File: src/rtl/booth_arbiter_pkg.sv
`default_nettype none
// +----------------------------------------------------------------------------+
// | Package     : booth_pkg                                                    |
// | Description : Shared types and constants for the booth multiplier arbiter. |
// |               Holds the controller state encoding, operand/product widths  |
// |               and the default watchdog limit.                              |
// | Revision    : 1.0 - initial release                                        |
// +----------------------------------------------------------------------------+
package booth_pkg;

  localparam int OP_W            = 8;   // operand width on the core bus
  localparam int PROD_W          = 16;  // product width {a,q}
  localparam int DEFAULT_TIMEOUT = 64;  // RUN cycles before a watchdog abort

  typedef enum logic [2:0] {
    ST_IDLE   = 3'd0,
    ST_LOAD_M = 3'd1,
    ST_LOAD_Q = 3'd2,
    ST_RUN    = 3'd3,
    ST_DONE   = 3'd4,
    ST_ABORT  = 3'd5
  } state_t;

endpackage
`default_nettype wire

File: src/rtl/booth_arbiter_if.sv
`default_nettype none
// +----------------------------------------------------------------------------+
// | Interface   : booth_arbiter_if                                             |
// | Description : Connection between the arbiter and one booth multiplier core.|
// |   core_rst_b  : active-low core reset        (arbiter -> core)             |
// |   core_bgn    : operand load strobe          (arbiter -> core)             |
// |   core_ibus   : operand bus, m then q        (arbiter -> core)             |
// |   core_stop   : multiplication finished      (core -> arbiter)             |
// |   core_a/q    : product high / low byte      (core -> arbiter)             |
// |   modport master = arbiter side, modport slave = core side.                |
// | Revision    : 1.0 - initial release                                        |
// +----------------------------------------------------------------------------+
interface booth_arbiter_if;
  import booth_pkg::*;

  logic            core_rst_b;
  logic            core_bgn;
  logic [OP_W-1:0] core_ibus;
  logic            core_stop;
  logic [OP_W-1:0] core_a;
  logic [OP_W-1:0] core_q;

  modport master (
    output core_rst_b, core_bgn, core_ibus,
    input  core_stop, core_a, core_q
  );

  modport slave (
    input  core_rst_b, core_bgn, core_ibus,
    output core_stop, core_a, core_q
  );

endinterface
`default_nettype wire

File: src/rtl/booth_rr_pick.sv
`default_nettype none
// +----------------------------------------------------------------------------+
// | Module      : booth_rr_pick                                                |
// | Description : Combinational round-robin selector. Scans the request vector |
// |               starting at the pointer and wrapping, returns the first hit. |
// |   i_req   : request vector                                                 |
// |   i_ptr   : index where the search starts                                  |
// |   o_gnt   : one-hot winner (zero when nothing is requested)                |
// |   o_valid : a winner exists                                                |
// | Revision    : 1.0 - initial release                                        |
// +----------------------------------------------------------------------------+
module booth_rr_pick #(
  parameter int NREQ  = 4,
  parameter int PTR_W = 2
) (
  input  logic [NREQ-1:0]  i_req,
  input  logic [PTR_W-1:0] i_ptr,
  output logic [NREQ-1:0]  o_gnt,
  output logic             o_valid
);

  // One extra bit so ptr + offset can exceed NREQ-1 before wrapping.
  localparam int c_sum_w = PTR_W + 1;

  logic [c_sum_w-1:0] w_slot;

  always_comb begin
    o_gnt   = '0;
    o_valid = 1'b0;
    w_slot  = '0;
    for (int i = 0; i < NREQ; i++) begin
      w_slot = {1'b0, i_ptr} + c_sum_w'(i);
      if (w_slot >= c_sum_w'(NREQ)) begin
        w_slot = w_slot - c_sum_w'(NREQ);
      end
      if (!o_valid && i_req[w_slot[PTR_W-1:0]]) begin
        o_gnt[w_slot[PTR_W-1:0]] = 1'b1;
        o_valid                  = 1'b1;
      end
    end
  end

endmodule
`default_nettype wire

File: src/rtl/booth_arbiter.sv
`default_nettype none
// +----------------------------------------------------------------------------+
// | Module      : booth_arbiter                                                |
// | Description : Shares one booth multiplier core among NREQ requesters.      |
// |               Grants round-robin, loads multiplicand then multiplier with  |
// |               bgn high, waits for stop and returns {a,q} to the owner.     |
// |   clk, rst_b     : clock, asynchronous active-low reset                    |
// |   req            : per-requester request                                   |
// |   m_in / q_in    : flattened 8-bit operands, slice i for requester i       |
// |   gnt / done     : one-hot owner / one-cycle completion pulse              |
// |   product        : captured {a,q}, held until the next capture             |
// |   err            : watchdog abort pulse                                    |
// |   core           : core bus (booth_arbiter_if.master)                      |
// | Build option: BOOTH_ARB_TIMEOUT_EN enables the RUN watchdog, which aborts  |
// |               and resets a core that has not raised stop after TIMEOUT     |
// |               RUN cycles.                                                  |
// | Revision    : 1.0 - initial release                                        |
// +----------------------------------------------------------------------------+
module booth_arbiter
  import booth_pkg::*;
#(
  parameter int NREQ    = 4,
  parameter int TIMEOUT = DEFAULT_TIMEOUT
) (
  input  logic                 clk,
  input  logic                 rst_b,
  input  logic [NREQ-1:0]      req,
  input  logic [NREQ*OP_W-1:0] m_in,
  input  logic [NREQ*OP_W-1:0] q_in,
  output logic [NREQ-1:0]      gnt,
  output logic [NREQ-1:0]      done,
  output logic [PROD_W-1:0]    product,
  output logic                 err,
  booth_arbiter_if.master      core
);

  localparam int c_ptr_w = $clog2(NREQ);

  // The watchdog counter is 8 bits wide, so the limit must fit in 1..256.
  if (NREQ < 2 || NREQ > 8 || TIMEOUT < 1 || TIMEOUT > 256) begin : g_param_check
    $error("booth_arbiter: NREQ must be 2..8 and TIMEOUT 1..256");
  end

  state_t              r_state;
  state_t              w_state_nxt;
  logic [NREQ-1:0]     r_gnt;
  logic [c_ptr_w-1:0]  r_ptr;
  logic [c_ptr_w-1:0]  w_ptr_nxt;
  logic [OP_W-1:0]     r_m;
  logic [OP_W-1:0]     r_q;
  logic [OP_W-1:0]     w_m_sel;
  logic [OP_W-1:0]     w_q_sel;
  logic [PROD_W-1:0]   r_product;
  logic                r_core_rst_b;
  logic [NREQ-1:0]     w_pick;
  logic                w_pick_valid;
  logic                w_bgn;
  logic [OP_W-1:0]     w_ibus;
  logic                w_fin;

  booth_rr_pick #(
    .NREQ  (NREQ),
    .PTR_W (c_ptr_w)
  ) u_pick (
    .i_req   (req),
    .i_ptr   (r_ptr),
    .o_gnt   (w_pick),
    .o_valid (w_pick_valid)
  );

  // Operand slices of the winner and the pointer value that follows it.
  always_comb begin
    w_m_sel   = '0;
    w_q_sel   = '0;
    w_ptr_nxt = r_ptr;
    for (int i = 0; i < NREQ; i++) begin
      if (w_pick[i]) begin
        w_m_sel   = m_in[i*OP_W +: OP_W];
        w_q_sel   = q_in[i*OP_W +: OP_W];
        w_ptr_nxt = (i == NREQ - 1) ? '0 : c_ptr_w'(i + 1);
      end
    end
  end

  always_ff @(posedge clk or negedge rst_b) begin
    if (!rst_b) begin
      r_state <= ST_IDLE;
    end else begin
      r_state <= w_state_nxt;
    end
  end

`ifdef BOOTH_ARB_TIMEOUT_EN
  localparam logic [7:0] c_cnt_last = 8'(TIMEOUT - 1);

  // Held at zero outside RUN, so every RUN entry starts counting from zero.
  logic [7:0] r_cnt;

  always_ff @(posedge clk or negedge rst_b) begin
    if (!rst_b) begin
      r_cnt <= '0;
    end else if (r_state != ST_RUN) begin
      r_cnt <= '0;
    end else begin
      r_cnt <= r_cnt + 8'd1;
    end
  end

  assign err = (r_state == ST_ABORT);
`else
  assign err = 1'b0;
`endif

  always_comb begin
    w_state_nxt = r_state;
    w_bgn       = 1'b0;
    w_ibus      = '0;
    w_fin       = 1'b0;
    case (r_state)
      ST_IDLE: begin
        if (w_pick_valid) w_state_nxt = ST_LOAD_M;
      end
      ST_LOAD_M: begin
        w_bgn       = 1'b1;
        w_ibus      = r_m;
        w_state_nxt = ST_LOAD_Q;
      end
      ST_LOAD_Q: begin
        w_bgn       = 1'b1;
        w_ibus      = r_q;
        w_state_nxt = ST_RUN;
      end
      ST_RUN: begin
        if (core.core_stop) begin
          w_state_nxt = ST_DONE;
        end
`ifdef BOOTH_ARB_TIMEOUT_EN
        else if (r_cnt == c_cnt_last) begin
          w_state_nxt = ST_ABORT;
        end
`endif
      end
      ST_DONE, ST_ABORT: begin
        w_fin       = 1'b1;
        w_state_nxt = ST_IDLE;
      end
      default: w_state_nxt = ST_IDLE;
    endcase
  end

  always_ff @(posedge clk or negedge rst_b) begin
    if (!rst_b) begin
      r_gnt        <= '0;
      r_ptr        <= '0;
      r_m          <= '0;
      r_q          <= '0;
      r_product    <= '0;
      r_core_rst_b <= 1'b0;
    end else begin
      r_core_rst_b <= 1'b1;
      if (r_state == ST_IDLE && w_pick_valid) begin
        r_gnt <= w_pick;
        r_m   <= w_m_sel;
        r_q   <= w_q_sel;
        r_ptr <= w_ptr_nxt;
      end
      if (r_state == ST_RUN && core.core_stop) begin
        r_product <= {core.core_a, core.core_q};
      end
`ifdef BOOTH_ARB_TIMEOUT_EN
      // Aborting: zero the result and hold the core in reset for the
      // single ABORT cycle.
      if (r_state == ST_RUN && w_state_nxt == ST_ABORT) begin
        r_product    <= '0;
        r_core_rst_b <= 1'b0;
      end
`endif
      if (w_fin) begin
        r_gnt <= '0;
      end
    end
  end

  assign gnt             = r_gnt;
  assign done            = w_fin ? r_gnt : '0;
  assign product         = r_product;
  assign core.core_rst_b = r_core_rst_b;
  assign core.core_bgn   = w_bgn;
  assign core.core_ibus  = w_ibus;

endmodule
`default_nettype wire

File: src/flat_wrapper.sv
// flat-port wrapper written by rule: the top's interface ports become plain ports
module booth_arbiter_flat import booth_pkg::*;
#(
  parameter int NREQ    = 4,
  parameter int TIMEOUT = DEFAULT_TIMEOUT
)
  (clk, rst_b, req, m_in, q_in, gnt, done, product, err, core_core_rst_b, core_core_bgn, core_core_ibus, core_core_stop, core_core_a, core_core_q);
  booth_arbiter_if core_i ();
  input  logic clk;
  input  logic rst_b;
  input  logic [NREQ-1:0] req;
  input  logic [NREQ*OP_W-1:0] m_in;
  input  logic [NREQ*OP_W-1:0] q_in;
  output logic [NREQ-1:0] gnt;
  output logic [NREQ-1:0] done;
  output logic [PROD_W-1:0] product;
  output logic err;
  output wire logic [$bits(core_i.core_rst_b)-1:0] core_core_rst_b;
  output wire logic [$bits(core_i.core_bgn)-1:0] core_core_bgn;
  output wire logic [$bits(core_i.core_ibus)-1:0] core_core_ibus;
  input wire logic [$bits(core_i.core_stop)-1:0] core_core_stop;
  input wire logic [$bits(core_i.core_a)-1:0] core_core_a;
  input wire logic [$bits(core_i.core_q)-1:0] core_core_q;
  assign core_core_rst_b = core_i.core_rst_b;
  assign core_core_bgn = core_i.core_bgn;
  assign core_core_ibus = core_i.core_ibus;
  assign core_i.core_stop = core_core_stop;
  assign core_i.core_a = core_core_a;
  assign core_i.core_q = core_core_q;
  booth_arbiter #(.NREQ(NREQ), .TIMEOUT(TIMEOUT)) u_core (.clk(clk), .rst_b(rst_b), .req(req), .m_in(m_in), .q_in(q_in), .gnt(gnt), .done(done), .product(product), .err(err), .core(core_i));
endmodule
File: config.mk
export PLATFORM = sky130hd
export DESIGN_NAME = booth_arbiter_flat
export DESIGN_NICKNAME = d
export VERILOG_FILES = /design/src/rtl/booth_arbiter_pkg.sv /design/src/rtl/booth_arbiter_if.sv /design/src/rtl/booth_rr_pick.sv /design/src/rtl/booth_arbiter.sv /design/src/flat_wrapper.sv
export SDC_FILE = /design/constraint.sdc
export NUM_CORES = 1
export LEC_CHECK = 0
export CAP_MARGIN = 5
export CORE_ASPECT_RATIO = 0.75
export CORE_UTILIZATION = 43
export CTS_CLUSTER_DIAMETER = 50
export CTS_CLUSTER_SIZE = 30
export DETAILED_ROUTE_END_ITERATION = 7
export GPL_TIMING_DRIVEN = 0
export HOLD_SLACK_MARGIN = 0.1
export PLACE_DENSITY = 0.91
export SETUP_SLACK_MARGIN = 0.15
export SLEW_MARGIN = 20
export SYNTH_ARGS = -nofsm -noshare
export SYNTH_HDL_FRONTEND = slang
export SYNTH_HIERARCHICAL = 1
export SYNTH_SLANG_ARGS = --single-unit
File: constraint.sdc
create_clock -name clk -period 3.22 [get_ports clk]
set_input_delay 0.966 -clock clk [delete_from_list [all_inputs] [get_ports clk]]
set_output_delay 0.966 -clock clk [all_outputs]
set_load 0.005 [all_outputs]
==> summary.txt <==
Route
  • Routed WL: 8499 um
  • Vias per cell: 5.724
  • DRT iter0 DRCs: 137
  • Vias: 2,919
  • Final ANT Viol Nets: 0
  • First drt pass iteration count: 4
  • WL/cell: 16.66 um
  • DRC: 0

Timing
  • Period utilization: 91.99%
  • RSZ-0062 raised after global routing: false
  • Skew final: 0.004502 ns
  • Maximum operating frequency: 337.6 MHz
  • Tmin final: 2.962 ns
  • Setup violators final: 0
  • Final Max Tran Viols: 0
  • Final Hold Fails: 0
  • Fin Hold WS: 0.4889 ns
  • Total negative setup slack: 0 ns

Placement
  • DP Area: 4128 um2
  • HPWL after DPL: 6423 um
  • I/O Buffers: 119
  • Routability Congestion: 0.8823

Cells and area
  • Antenna Cells: 0
  • Final Cell Area: 4400 um2
  • Final core occ: 69.64%
  • Multi-input gate area: 1688 um2
  • Share of cells above drive strength 1: 21.68%
  • Fill cells: 461
  • Area Overhead vs Synth: 56.03%
  • Total Nets Final: 521
  • FF/Latch Area: 1055 um2

Floorplanning
  • Die Ht: 72.14 um
  • Die area: 6890 um2
  • Core Area: 6319 um2
  • Die X-Extent: 95.52 um
  • I/O Pins: 122
  • Starting density of the core: 44.63%
  • # rows: 25

Flow run
  • MaxCap Viol Count: 0

Yosys
  • Post-synth EDFFs: 0
  • Seq/Total Area, Yosys: 37.27%
  • Count of cell types in the netlist: 45
  • Synth warnings: 6
  • FFs w/ async S/R, synth: 100.0%
  • Synthesized area: 2820 um2
  • Mapped Nets: 386
  • Number of synthesized register bits: 42
  • Cell count after synthesis: 293
  • Ys flop type: dfrtp_1
  • Mapped Avg Cell Area: 9.625 um2

Global routing
  • Largest net degree at the start of global routing: 33
  • Total GRT Usage: 24.73%
  • Gr ovfl total: 0
  • Initial antenna violation count: 0
  • First-pass GRT wire length: 13,140 um
  • Vias in the first global route: 2,755

Min path
  • Hold depth: 2
  • Hold crit path type: flip-flop to flip-flop

Clock tree
  • Clock latency on the worst-skew pair: 0.29 ns
  • Clock buffer depth: 2
  • TritonCTS Buffers: 5
  • CTS H-tree depth: 2
  • CTS tree: yes
  • Clock sink count: 42
  • Root Driver: clkbuf_8
  • Clock-pin slew on the worst setup and hold paths: 0.08 ns

Critical path
  • Crit path largest cell delay: 0.45 ns
  • Crit-path max FO: 10
  • Critical path's most frequent cell: buf_4
  • Top delay family on crit path: compound AO/OA/AOI/OAI gates
  • Crit path depth: 13
  • Element type at the critical path end: flip-flop
  • Cells on worst reg2reg path: 13
  • Crit path DAT: 3.14 ns
  • Crit-path slowest cell: dfrtp_2
  • CP cell instances: buf_6 > inv_2 > ha_1 > buf_4 > mux2i_4 > mux2_4 > a221oi_2 > o2bb2ai_1 > buf_4 > buf_4 > a21o_1 > a211oi_2 > o21ai_1
  • Worst path buffer plus inverter count: 5
  • Startpoint Class: flip-flop
  • Setup Crit Path Kind: flip-flop to flip-flop
  • Worst Path Required: 3.39 ns

Pwr
  • Combinational Power Share: 68.4%
  • Maximum vdd ir drop: 0.0005596 V
  • Net Sw Power: 1.746 mW
  • Clock network fraction of total power: 8.7%
  • Pint: 2.462 mW
  • Pwr Density: 956.5 nW/um2
  • Leakage: 1.950 nW
  • Sw frac: 41.49%
  • Sequential Power Share: 22.9%

Outcome
  • Status: completed
-- area by class of cell --
cell class                      count  share of cell area [%]
Multi-Input combinational cell    221                   38.36
Clock inverter                      1                  0.1990
Inverter                            5                  0.4265
Tap cell                           81                   2.303
Clock buffer                        7                   1.962
Timing Repair Buffer              128                   28.49
Sequential cell                    42                   23.97
Buffer                             25                   4.293
-- cells by family after synthesis --
group           after synthesis  synth area share [%]
other cells                   2                0.2663
buf+inv                      30                 6.167
mux                          26                 10.51
flops                        42                 37.27
fa+ha+maj                     6                 2.662
compound gates               99                 23.91
simple gates                 88                 19.21
-- final timing paths --
check / start / endpoint / slack, ns
hold / removal: u_core/r_q[7] / u_core/r_q[7] / 0.49
min in group asynchronous: rst_b / u_core/gnt[3] / 0.54
hold reg to reg: u_core/r_q[7] / u_core/r_q[7] / 0.49
setup / recovery: u_core/r_ptr[0] / u_core/r_m[5] / 0.26
setup reg to reg: u_core/r_ptr[0] / u_core/r_m[5] / 0.26
max in group asynchronous: rst_b / u_core/r_ptr[0] / 2.22
-- sequential cells by signal (all words and copies together) (netlist names) --
| name | flops |
|---|---|
| u_core/core.core_rst_b | 1 |
| u_core/product | 16 |
| u_core/r_m | 8 |
| u_core/r_q | 8 |
| u_core/gnt | 4 |
| u_core/r_state | 3 |
| u_core/r_ptr | 2 |
-- through the flow --
stage,power (mW),cells,setup WS [ns]
2_1_floorplan,2.558,293,0.1506
3_3_place_gp,3.417,493,-0.6943
3_5_place_dp,3.502,494,-0.7465
4_1_cts,4.046,506,0.1536
5_1_grt,4.488,510,0.1474
6_report,4.209,510,0.2579
-- cell usage after synthesis, types with 2 or more instances --
cell type	number	share of area, %
a2111oi_2	2	1.1
a211oi_1	18	4.8
a21o_1	16	4.3
a21oi_1	7	1.2
a22oi_1	8	2.1
and2_1	4	0.89
and3b_1	16	5.0
buf_2	10	1.8
buf_6	6	2.4
clkbuf_1	8	1.1
conb_1	2	0.27
dfrtp_1	42	37
ha_1	6	2.7
inv_1	5	0.67
mux2_2	19	7.6
mux2i_1	6	2.1
nand2_1	30	4.0
nand2b_1	6	1.3
nor2_1	16	2.1
nor2b_1	2	0.44
o21ai_0	16	2.8
o21ai_1	16	2.8
o22ai_1	7	1.6
o2bb2ai_1	4	1.2
-- tightest hold or removal path, cell delays in order, from the launching register on --
cell and delay [ns]:
dfrtp_1 0.35, nand2_1 0.05, o21ai_1 0.06
-- timing repair --
action / in CTS / in global routing
resized for setup: 28 / 26
setup buffers: 4 / 4
setup endpoints to repair: 23 / 19
gates cloned: 0 / 0
hold buffers: 0 / 0
pin swaps: 2 / 2
-- power groups by stage --
stage	clock network, mW	registers [mW]	logic (mW)
6_report	0.366	0.964	2.88
5_1_grt	0.403	0.986	3.10
4_1_cts	0.373	0.958	2.71
3_5_place_dp	0	0.966	2.54
3_3_place_gp	0	0.949	2.47
2_1_floorplan	0	0.937	1.62
-- layer usage --
layer  global-route usage (%)  part of all wire (%)  wire (um)  vias to the layer above
met5                        0                     0          0                        -
met4                    7.794                   2.0        171                        0
met3                    5.241                   7.6        642                       15
met2                    42.06                    50       4217                      151
met1                    31.57                    41       3468                     1414
li1                         -                     -          -                     1339
-- layout by cell type, fill, tap and decap left out, types with 2 or more instances in the layout --
master and n:
clkdlybuf4s50_1 115, dfrtp_1 39, nand2_1 30, mux2_2 18, nor2_1 16, and3b_1 16, a21o_1 16, o21ai_0 16
o21ai_1 16, buf_4 14, a211oi_2 10, a22oi_1 8, a211oi_1 8, buf_6 7, a21oi_1 7, o22ai_1 7
clkbuf_8 6, nand2b_1 6, ha_1 6, clkbuf_2 5, buf_2 5, clkbuf_4 4, and2_1 4, clkbuf_1 3
inv_1 3, dfrtp_2 3, mux2i_1 3, o2bb2ai_1 3, nor2b_1 2, conb_1 2, inv_2 2, mux2i_2 2
Power figures use the tool's default switching activity.
